===== config.mk =====
export PLATFORM = sky130hd
export DESIGN_NAME = term_writer_flat
export DESIGN_NICKNAME = d
export VERILOG_FILES = /design/src/rtl/term_writer_if.sv /design/src/rtl/term_writer.sv /design/src/flat_wrapper.sv
export SDC_FILE = /design/constraint.sdc
export NUM_CORES = 1
export LEC_CHECK = 0
export CAP_MARGIN = 25
export CORE_MARGIN = 4
export CORE_UTILIZATION = 57
export CTS_CLUSTER_SIZE = 14
export DETAILED_ROUTE_END_ITERATION = 8
export GPL_TIMING_DRIVEN = 0
export PLACE_DENSITY = 0.95
export RECOVER_POWER = 50
export SLEW_MARGIN = 5
export SYNTH_ARGS = -nofsm -noshare
export SYNTH_HDL_FRONTEND = slang
export SYNTH_SLANG_ARGS = --single-unit

===== constraint.sdc =====
create_clock -name clk -period 6.31 [get_ports clk]
set_input_delay 0.631 -clock clk [delete_from_list [all_inputs] [get_ports clk]]
set_output_delay 0.631 -clock clk [all_outputs]
set_load 0.05 [all_outputs]

===== src/rtl/term_writer_if.sv =====
// Byte-stream input and vram write-port signals shared by term_writer and its driver.
interface term_writer_if;
    logic       in_ready;
    logic       in_valid;
    logic [7:0] in_char;
    logic       vram_write_ready;
    logic       vram_write_valid;
    logic [4:0] vram_write_row;
    logic [6:0] vram_write_col;
    logic [7:0] vram_write_char;

    modport slave (
        output in_ready,
        input  in_valid,
        input  in_char,
        input  vram_write_ready,
        output vram_write_valid,
        output vram_write_row,
        output vram_write_col,
        output vram_write_char
    );

    modport master (
        input  in_ready,
        output in_valid,
        output in_char,
        output vram_write_ready,
        input  vram_write_valid,
        input  vram_write_row,
        input  vram_write_col,
        input  vram_write_char
    );
endinterface


===== src/rtl/term_writer.sv =====
// Terminal character writer: turns a byte stream into vram writes, tracks the cursor
// and advances the display's top_row so the row ring scrolls like a terminal.
module term_writer #(
    parameter int          COLS  = 100,
    parameter int          ROWS  = 32,
    parameter logic [7:0]  BLANK = 8'h20
) (
    input  logic        clk,
    input  logic        reset_low,
    term_writer_if.slave bus,
    output logic [4:0]  top_row,
    output logic [4:0]  cursor_row,
    output logic [6:0]  cursor_col
);

    localparam logic [1:0] S_IDLE      = 2'd0;
    localparam logic [1:0] S_PUT       = 2'd1;
    localparam logic [1:0] S_CLEAR_ROW = 2'd2;
    localparam logic [1:0] S_CLEAR_ALL = 2'd3;

    localparam logic [6:0] LAST_COL = 7'(COLS - 1);
    localparam logic [4:0] LAST_ROW = 5'(ROWS - 1);

    logic [1:0] r_state;
    logic       r_in_ready;
    logic       r_wr_valid;
    logic [4:0] r_wr_row;
    logic [6:0] r_wr_col;
    logic [7:0] r_wr_char;
    logic [4:0] r_top_row;
    logic [4:0] r_cur_row;
    logic [6:0] r_cur_col;

    logic       w_accept;
    logic       w_done;
    logic       w_printable;
    logic [4:0] w_next_row;
    logic [4:0] w_next_top;

    assign w_accept    = r_in_ready & bus.in_valid;
    assign w_done      = r_wr_valid & bus.vram_write_ready;
    assign w_printable = (bus.in_char >= 8'h20) && (bus.in_char <= 8'h7E);
    assign w_next_row  = (r_cur_row == LAST_ROW) ? 5'd0 : r_cur_row + 5'd1;
    assign w_next_top  = (r_top_row == LAST_ROW) ? 5'd0 : r_top_row + 5'd1;

    always_ff @(posedge clk or negedge reset_low) begin
        if (!reset_low) begin
            r_state    <= S_IDLE;
            r_in_ready <= 1'b1;
            r_wr_valid <= 1'b0;
            r_wr_row   <= 5'd0;
            r_wr_col   <= 7'd0;
            r_wr_char  <= BLANK;
            r_top_row  <= 5'd0;
            r_cur_row  <= 5'd0;
            r_cur_col  <= 7'd0;
        end else begin
            case (r_state)
                S_IDLE: begin
                    if (w_accept) begin
                        r_in_ready <= 1'b0;
                        if (w_printable) begin
                            r_state    <= S_PUT;
                            r_wr_valid <= 1'b1;
                            r_wr_row   <= r_cur_row;
                            r_wr_col   <= r_cur_col;
                            r_wr_char  <= bus.in_char;
                        end else begin
                            case (bus.in_char)
                                8'h0D: r_cur_col <= 7'd0;
                                8'h08: if (r_cur_col != 7'd0) r_cur_col <= r_cur_col - 7'd1;
                                8'h0A: begin
                                    // The new line overwrites the oldest visible row, so scroll when they meet.
                                    r_cur_row <= w_next_row;
                                    if (w_next_row == r_top_row) r_top_row <= w_next_top;
                                    r_state    <= S_CLEAR_ROW;
                                    r_wr_valid <= 1'b1;
                                    r_wr_row   <= w_next_row;
                                    r_wr_col   <= 7'd0;
                                    r_wr_char  <= BLANK;
                                end
                                8'h0C: begin
                                    r_state    <= S_CLEAR_ALL;
                                    r_wr_valid <= 1'b1;
                                    r_wr_row   <= 5'd0;
                                    r_wr_col   <= 7'd0;
                                    r_wr_char  <= BLANK;
                                end
                                default: ;
                            endcase
                        end
                    end else begin
                        r_in_ready <= 1'b1;
                    end
                end
                S_PUT: begin
                    if (w_done) begin
                        if (r_cur_col < LAST_COL) begin
                            r_cur_col  <= r_cur_col + 7'd1;
                            r_wr_valid <= 1'b0;
                            r_in_ready <= 1'b1;
                            r_state    <= S_IDLE;
                        end else begin
                            r_cur_col <= 7'd0;
                            r_cur_row <= w_next_row;
                            if (w_next_row == r_top_row) r_top_row <= w_next_top;
                            r_state   <= S_CLEAR_ROW;
                            r_wr_row  <= w_next_row;
                            r_wr_col  <= 7'd0;
                            r_wr_char <= BLANK;
                        end
                    end
                end
                S_CLEAR_ROW: begin
                    if (w_done) begin
                        if (r_wr_col == LAST_COL) begin
                            r_wr_valid <= 1'b0;
                            r_in_ready <= 1'b1;
                            r_state    <= S_IDLE;
                        end else begin
                            r_wr_col <= r_wr_col + 7'd1;
                        end
                    end
                end
                S_CLEAR_ALL: begin
                    if (w_done) begin
                        if (r_wr_col != LAST_COL) begin
                            r_wr_col <= r_wr_col + 7'd1;
                        end else begin
                            r_wr_col <= 7'd0;
                            if (r_wr_row == LAST_ROW) begin
                                r_wr_row   <= 5'd0;
                                r_wr_valid <= 1'b0;
                                r_in_ready <= 1'b1;
                                r_cur_row  <= 5'd0;
                                r_cur_col  <= 7'd0;
                                r_top_row  <= 5'd0;
                                r_state    <= S_IDLE;
                            end else begin
                                r_wr_row <= r_wr_row + 5'd1;
                            end
                        end
                    end
                end
                default: r_state <= S_IDLE;
            endcase
        end
    end

    assign bus.in_ready         = r_in_ready;
    assign bus.vram_write_valid = r_wr_valid;
    assign bus.vram_write_row   = r_wr_row;
    assign bus.vram_write_col   = r_wr_col;
    assign bus.vram_write_char  = r_wr_char;
    assign top_row              = r_top_row;
    assign cursor_row           = r_cur_row;
    assign cursor_col           = r_cur_col;

endmodule

===== src/flat_wrapper.sv =====
// flat-port wrapper written by rule: the top's interface ports become plain ports
module term_writer_flat 
#(
    parameter int          COLS  = 100,
    parameter int          ROWS  = 32,
    parameter logic [7:0]  BLANK = 8'h20
)
  (clk, reset_low, top_row, cursor_row, cursor_col, bus_in_ready, bus_in_valid, bus_in_char, bus_vram_write_ready, bus_vram_write_valid, bus_vram_write_row, bus_vram_write_col, bus_vram_write_char);
  term_writer_if bus_i ();
  input  logic clk;
  input  logic reset_low;
  output logic [4:0] top_row;
  output logic [4:0] cursor_row;
  output logic [6:0] cursor_col;
  output wire logic [$bits(bus_i.in_ready)-1:0] bus_in_ready;
  input wire logic [$bits(bus_i.in_valid)-1:0] bus_in_valid;
  input wire logic [$bits(bus_i.in_char)-1:0] bus_in_char;
  input wire logic [$bits(bus_i.vram_write_ready)-1:0] bus_vram_write_ready;
  output wire logic [$bits(bus_i.vram_write_valid)-1:0] bus_vram_write_valid;
  output wire logic [$bits(bus_i.vram_write_row)-1:0] bus_vram_write_row;
  output wire logic [$bits(bus_i.vram_write_col)-1:0] bus_vram_write_col;
  output wire logic [$bits(bus_i.vram_write_char)-1:0] bus_vram_write_char;
  assign bus_in_ready = bus_i.in_ready;
  assign bus_i.in_valid = bus_in_valid;
  assign bus_i.in_char = bus_in_char;
  assign bus_i.vram_write_ready = bus_vram_write_ready;
  assign bus_vram_write_valid = bus_i.vram_write_valid;
  assign bus_vram_write_row = bus_i.vram_write_row;
  assign bus_vram_write_col = bus_i.vram_write_col;
  assign bus_vram_write_char = bus_i.vram_write_char;
  term_writer #(.COLS(COLS), .ROWS(ROWS), .BLANK(BLANK)) u_core (.clk(clk), .reset_low(reset_low), .bus(bus_i), .top_row(top_row), .cursor_row(cursor_row), .cursor_col(cursor_col));
endmodule

Yosys cells after proc, flatten, opt, wreduce, memory -nomap -nowiden

Cells that the tools add are included.

$add $sub $neg: 6
$lt $le $gt $ge: 3
Equality and inequality tests: 29
Multiplexer cells: 82
Bitwise logic cells: 2
Reduce and logical (&&, ||, !) cells: 14

Operator list:

| kind                                                   | count |
|---|---|
| 2-to-1 mux 7 bit                                       | 17 |
| 2-to-1 mux 5 bit                                       | 21 |
| case mux 5 bit (3 select lines)                        | 3 |
| 2-to-1 mux 8 bit                                       | 5 |
| equality test 8 x 4 -> 1 bit (second input constant)   | 4 |
| case mux 7 bit (4 select lines)                        | 1 |
| AND reduction 9 bit                                    | 3 |
| case mux 7 bit (3 select lines)                        | 1 |
| AND reduction 7 bit                                    | 3 |
| 2-to-1 mux 1 bit                                       | 18 |
| 2-to-1 mux 2 bit                                       | 9 |
| case mux 8 bit (2 select lines)                        | 1 |
| adder 5 x 1 -> 5 bit (second input constant)           | 3 |
| equality test 5 bit (second input constant)            | 3 |
| adder 7 x 1 -> 7 bit (second input constant)           | 2 |
| inequality test 2 x 1 -> 1 bit (second input constant) | 7 |
| case mux 7 bit (2 select lines)                        | 1 |
| inequality test 2 bit (second input constant)          | 5 |
| case mux 5 bit (2 select lines)                        | 1 |
| >= comparator 8 x 6 -> 1 bit (second input constant)   | 1 |
| <= comparator 8 x 7 -> 1 bit (second input constant)   | 1 |
| case mux 1 bit (4 select lines)                        | 2 |
| case mux 2 bit (4 select lines)                        | 1 |
| AND reduction 8 bit                                    | 1 |
| other kinds (19)                                       | 22 |

Register bits: 41
Input port bits: 12
Output and inout port bits: 39
Word-level logic and storage cells: 145

Longest topological paths before layout

Depth after elaboration: 8
Gate-level depth with buffers: 9
Depth with buffers taken out: 9

Worst setup path after synthesis

Ideal clock, no wire load.

Path kind: reg-to-reg
From: register u_core.r_cur_row[0], in the netlist u_core.cursor_row[0]
To: register u_core.r_top_row[3], in the netlist u_core.top_row[3]
Arrival: 2.601 ns
Path slack: 3.640 ns
Stages on the path, launching flop included: 10
Path buffers: 0
Clock period less this slack: 2.670 ns
Cell sequence: dfrtp_1 ha_1 and3_1 ha_1 nor2b_1 mux2i_1 xor2_1 nand4_1 or4_1 nand3_1

Cells in the longest elaborated chain, start to end: 8
Elaborated cells between the ends (all ways): 11
Classes of those cells: add/sub (1); eq/ne (2); mux (8)

RTL lines:

| element                                                            | line                                  | source |
|---|---|---|
| start, declared                                                    | term_writer.sv:31                     | `logic [4:0] r_cur_row;` |
| start signal, assigned                                             | term_writer.sv:74                     | `r_cur_row <= w_next_row;` |
| start signal, assigned                                             | term_writer.sv:105                    | `r_cur_row <= w_next_row;` |
| adder 5 x 1 -> 5 bit / equality test 5 bit (equally long branches) | term_writer.sv:43                     | `assign w_next_row = (r_cur_row == LAST_ROW) ? 5'd0 : r_cur_row + 5'd1;` |
| 2-to-1 mux 5 bit *                                                 | term_writer.sv:43                     |  |
| equality test 5 bit *                                              | term_writer.sv:75, term_writer.sv:106 |  |
| 2-to-1 mux 5 bit *                                                 | -                                     |  |
| 2-to-1 mux 5 bit (3 in series)                                     | -                                     |  |
| case mux 5 bit (3 select lines) *                                  | -                                     |  |
| end signal, assigned                                               | term_writer.sv:75                     | `if (w_next_row == r_top_row) r_top_row <= w_next_top;` |
| end signal, assigned                                               | term_writer.sv:106                    | `if (w_next_row == r_top_row) r_top_row <= w_next_top;` |
| end, declared                                                      | term_writer.sv:30                     | `logic [4:0] r_top_row;` |

Every way passes the cells marked *; elsewhere a longest branch is shown, timed or not. The select of a mux whose other input is x is not followed.
A chain may end at the register's enable or synchronous reset.

Worst setup path after layout

From: input bus_in_char[4]
To: register u_core.r_wr_char[6], in the netlist u_core.bus.vram_write_char[6]

Cells in the longest elaborated chain, start to end: 5
Elaborated cells between the ends (all ways): 11
Classes of those cells: order compare (2); eq/ne (3); mux (3); reduce/logical (3)

RTL lines:

| element                                                                             | line               | source |
|---|---|---|
| start, declared                                                                     | flat_wrapper.sv:17 | `input wire logic [$bits(bus_i.in_char)-1:0] bus_in_char;` |
| >= comparator 8 x 6 -> 1 bit / <= comparator 8 x 7 -> 1 bit (equally long branches) | term_writer.sv:42  | `assign w_printable = (bus.in_char >= 8'h20) && (bus.in_char <= 8'h7E);` |
| logical AND 1 bit                                                                   | term_writer.sv:42  |  |
| 2-to-1 mux 8 bit                                                                    | term_writer.sv:62  | `if (w_printable) begin` |
| 2-to-1 mux 8 bit                                                                    | term_writer.sv:60  | `if (w_accept) begin` |
| case mux 8 bit (2 select lines)                                                     | term_writer.sv:58  | `case (r_state)` |
| end signal, assigned                                                                | term_writer.sv:67  | `r_wr_char <= bus.in_char;` |
| end, declared                                                                       | term_writer.sv:29  | `logic [7:0] r_wr_char;` |

Parallel ways exist; a longest one is shown, timed or not. The select of a mux whose other input is x is not followed.

==> metrics.md <==
| Metric | Value |
|---|---|
| Multi-input gate area | `1620 sq um` |
| Max clock buf depth | `2` |
| Antenna diodes | `0` |
| Die outline width | `77.7 microns` |
| Setup TNS | `0 ps` |
| Maximum VDD drop | `around 0.1 mV` |
| IO Count | `51` |
| Initial core utilization | `between 50 and 60%` |
| Ys async rst share | `100%` |
| Fill count | `340` |
| Post-synth EDFFs | `0` |
| Largest net degree at the start of global routing | `25` |
| Post-synth cell types | `59` |
| Worst slew margin | `13.9%` |
| Pins Over Slew Limit | `0` |
| Post-CTS resize count | `0` |
| Worst-path clk slew | `80 ps` |
| H-tree depth | `2` |
| Final hold vios | `0` |
| Global Route met1 Usage | `33.9%` |
| Routed len/inst | `16.4 microns` |
| Die H | `77.7 microns` |
| Worst-skew pair later-pin latency | `300 ps` |
| Area of the mapped netlist | `2770 sq um` |
| CP Cell Sequence | `clkdlybuf4s50_1 -> nand4_1 -> o21a_1 -> buf_2 -> o31ai_2 -> o21bai_1 -> buf_2 -> nand2_1 -> o41ai_1` |
| Post-route ant nets | `0` |
| Clock sinks | `41` |
| Final period util | `47.0%` |
| Most frequent cells in the layout | `dfrtp_1 (39), nand2_1 (34), clkdlybuf4s50_1 (31)` |
| CP Launch Point | `bus_in_char[4]` |
| Gpl congestion | `0.905` |
| Crit Reg-Reg Startpoint | `u_core.cursor_row[0]` |
| Cell row count | `25` |
| CTS root buf | `clkbuf_8` |
| Tmin final | `2960 ps` |
| # DRC | `0` |
| Power per cell area | `137 nW/um^2` |
| IO buf count | `50` |
| Area grow syn2layout | `24.8%` |
| Warnings, synthesis | `0` |
| Number of global-route vias before repair | `between 2000 and 3000` |
| Syn nets | `352` |
| Gr busiest metal | `met2` |
| Max Cap Viol | `0` |
| Hold/Removal Path Class | `input port to async pin` |
| Num CTS Buffers | `5` |
| Slowest-stage cell, CP | `clkdlybuf4s50_1` |
| Crit-path max cell delay | `660 ps` |
| WS Path Type | `input port to flop` |
| FMAX | `337 MHz` |
| Seq/Total Area, Yosys | `37.1%` |
| Top cell type's share of synthesized area | `35.2%` |
| GRT Total Usage | `25.6%` |
| Reg area | `about 1000 sq um` |
| Run status | `finished clean` |
| RSZ-0062 raised after global routing | `false` |
| Main area contributors after synthesis | `dfrtp_1 (35%), nand2_1 (4.6%), ha_1 (4.5%)` |
| Mapped Avg Cell Area | `approximately 8.4 sq um` |
| CTS tree | `yes` |
| TritonRoute pass-1 iters | `5` |
| Crit path top cell by count | `buf_2` |
| First-pass GRT wire length | `around 13 mm` |
| Synth Instances | `330` |
| Power Total | `roughly 0.47 mW` |
| Final HPWL DP | `roughly 5.6 mm` |
| Vias/cell | `6.26` |
| NumNets Final | `411` |
| GR Util met3 | `4.52%` |
| Flops & latches, synth | `41` |
| Iter 0 DRT Violations | `308` |
| Via count | `2862` |
| Commonest non-fill, non-tap cell in the layout | `dfrtp_1` |
| Dpl cell area | `around 3400 sq um` |
| Grt met2 use | `41.5%` |
| Gr ovfl total | `0` |
| Pleak | `roughly 1.5 nW` |
| FF-to-FF setup slack | `3440 ps` |
| Post-route cell area | `3460 sq um` |
| Setup bufs post-CTS | `0` |
| Critical path arrival | `3140 ps` |
| Die area | `6040 sq um` |
| Crit path launch type | `input port` |
| Core area | `4720 sq um` |
| CTS Hold Bufs | `0` |
| Initial antenna violation count | `0` |
| WP data required | `6490 ps` |
| Final setup viols | `0` |
| Leading area contributor after synthesis | `dfrtp_1` |
| Worst setup EP type | `flop` |
| Layout cells sized above 1 | `6.92%` |
| Worst Tran Pin Value | `around 1300 ps` |
| Crit Path Max Fanout | `10` |
| Final WL | `7.52 mm` |
| Top_reg_cell synth | `dfrtp_1` |
| Clock Skews | `6.65 ps` |
layout make-up:
class / count / share of cell area (%)
plain buffers: 16 / 2.13
clock buffers: 7 / 2.78
clock inverters: 1 / 0.145
inverters: 14 / 1.52
multi-input cells: 259 / 46.7
flip-flops and latches: 41 / 29.7
well taps: 67 / 2.42
repair buffers: 52 / 14.5
critical path, delay by kind of cell:
family / cells / cell delay (ps)
AOI/OAI and AO/OA: 4 / 1060
and+or+nand+nor: 2 / 310
buffers and inverters: 3 / 1140
cells in the mapped netlist (4+ instances only):
library cell,count
dfrtp_1,39
nand2_1,34
nor2_1,29
o21ai_0,24
a21oi_1,19
nand3_1,15
inv_1,14
o31ai_1,12
ha_1,10
nor3_1,10
o21ai_1,9
clkbuf_1,8
and3_1,7
nor2b_1,7
a31oi_1,6
a22o_1,5
buf_2,5
o211ai_1,5
or3_1,5
nand2b_1,4
xnor2_1,4
per-layer routing:
metal,wire length (microns),part of all wire [%]
met3,552,7.3
met5,0,0
met4,156,2.1
met2,3680,49
met1,3130,42
logic make-up after synthesis:
group	share of synthesized area, %
AO/OA/AOI/OAI	26.7
XOR/XNOR	1.90
adder cells (fa/ha/maj)	4.51
buffers and inverters	4.56
flip-flops	37.1
multiplexers	1.13
AND/OR/NAND/NOR	24.1
metrics by stage:
| stage | std cells | hold WS [ps] | setup WS, ps | util, % |
|---|---|---|---|---|
| after global placement | 447 | 452 | 3210 | 71.0 |
| final | 457 | 430 | 3350 | 73.2 |
| after global routing | 457 | 502 | 3230 | 73.2 |
| after floorplan | 330 | 335 | 3640 | - |
| after CTS | 456 | 275 | 3440 | 73.7 |
| after detailed placement | 448 | 466 | 3130 | 71.5 |
path summary, 6_finish.rpt:
| check | cells past startpoint | to |
|---|---|---|
| setup / recovery | 9 | u_core.bus.vram_write_char[6] |
| hold / removal | 1 | u_core.bus.vram_write_row[3] |
| setup reg to reg | 9 | u_core.top_row[3] |
| hold reg to reg | 2 | u_core.bus.vram_write_char[1] |
| max in group asynchronous | 2 | u_core.top_row[1] |
| min in group clk | 2 | u_core.bus.vram_write_char[1] |
state kept, by name, indices dropped and copies added, names as in the netlist:
signal and flops:
u_core.cursor_col 7, u_core.bus.vram_write_char 8, u_core.cursor_row 5, u_core.bus.vram_write_valid 1
u_core.bus.vram_write_col 7, u_core.r_state 2, u_core.top_row 5, u_core.bus.vram_write_row 5
u_core.bus.in_ready 1
power breakdown:
group	internal, mW	total (mW)	switching, mW
sequential	0.263	0.263	0
combinational	0.00839	0.0228	0.0144
clock	0.0989	0.189	0.0902
total	0.370	0.474	0.105
Power figures use the tool's default switching activity.
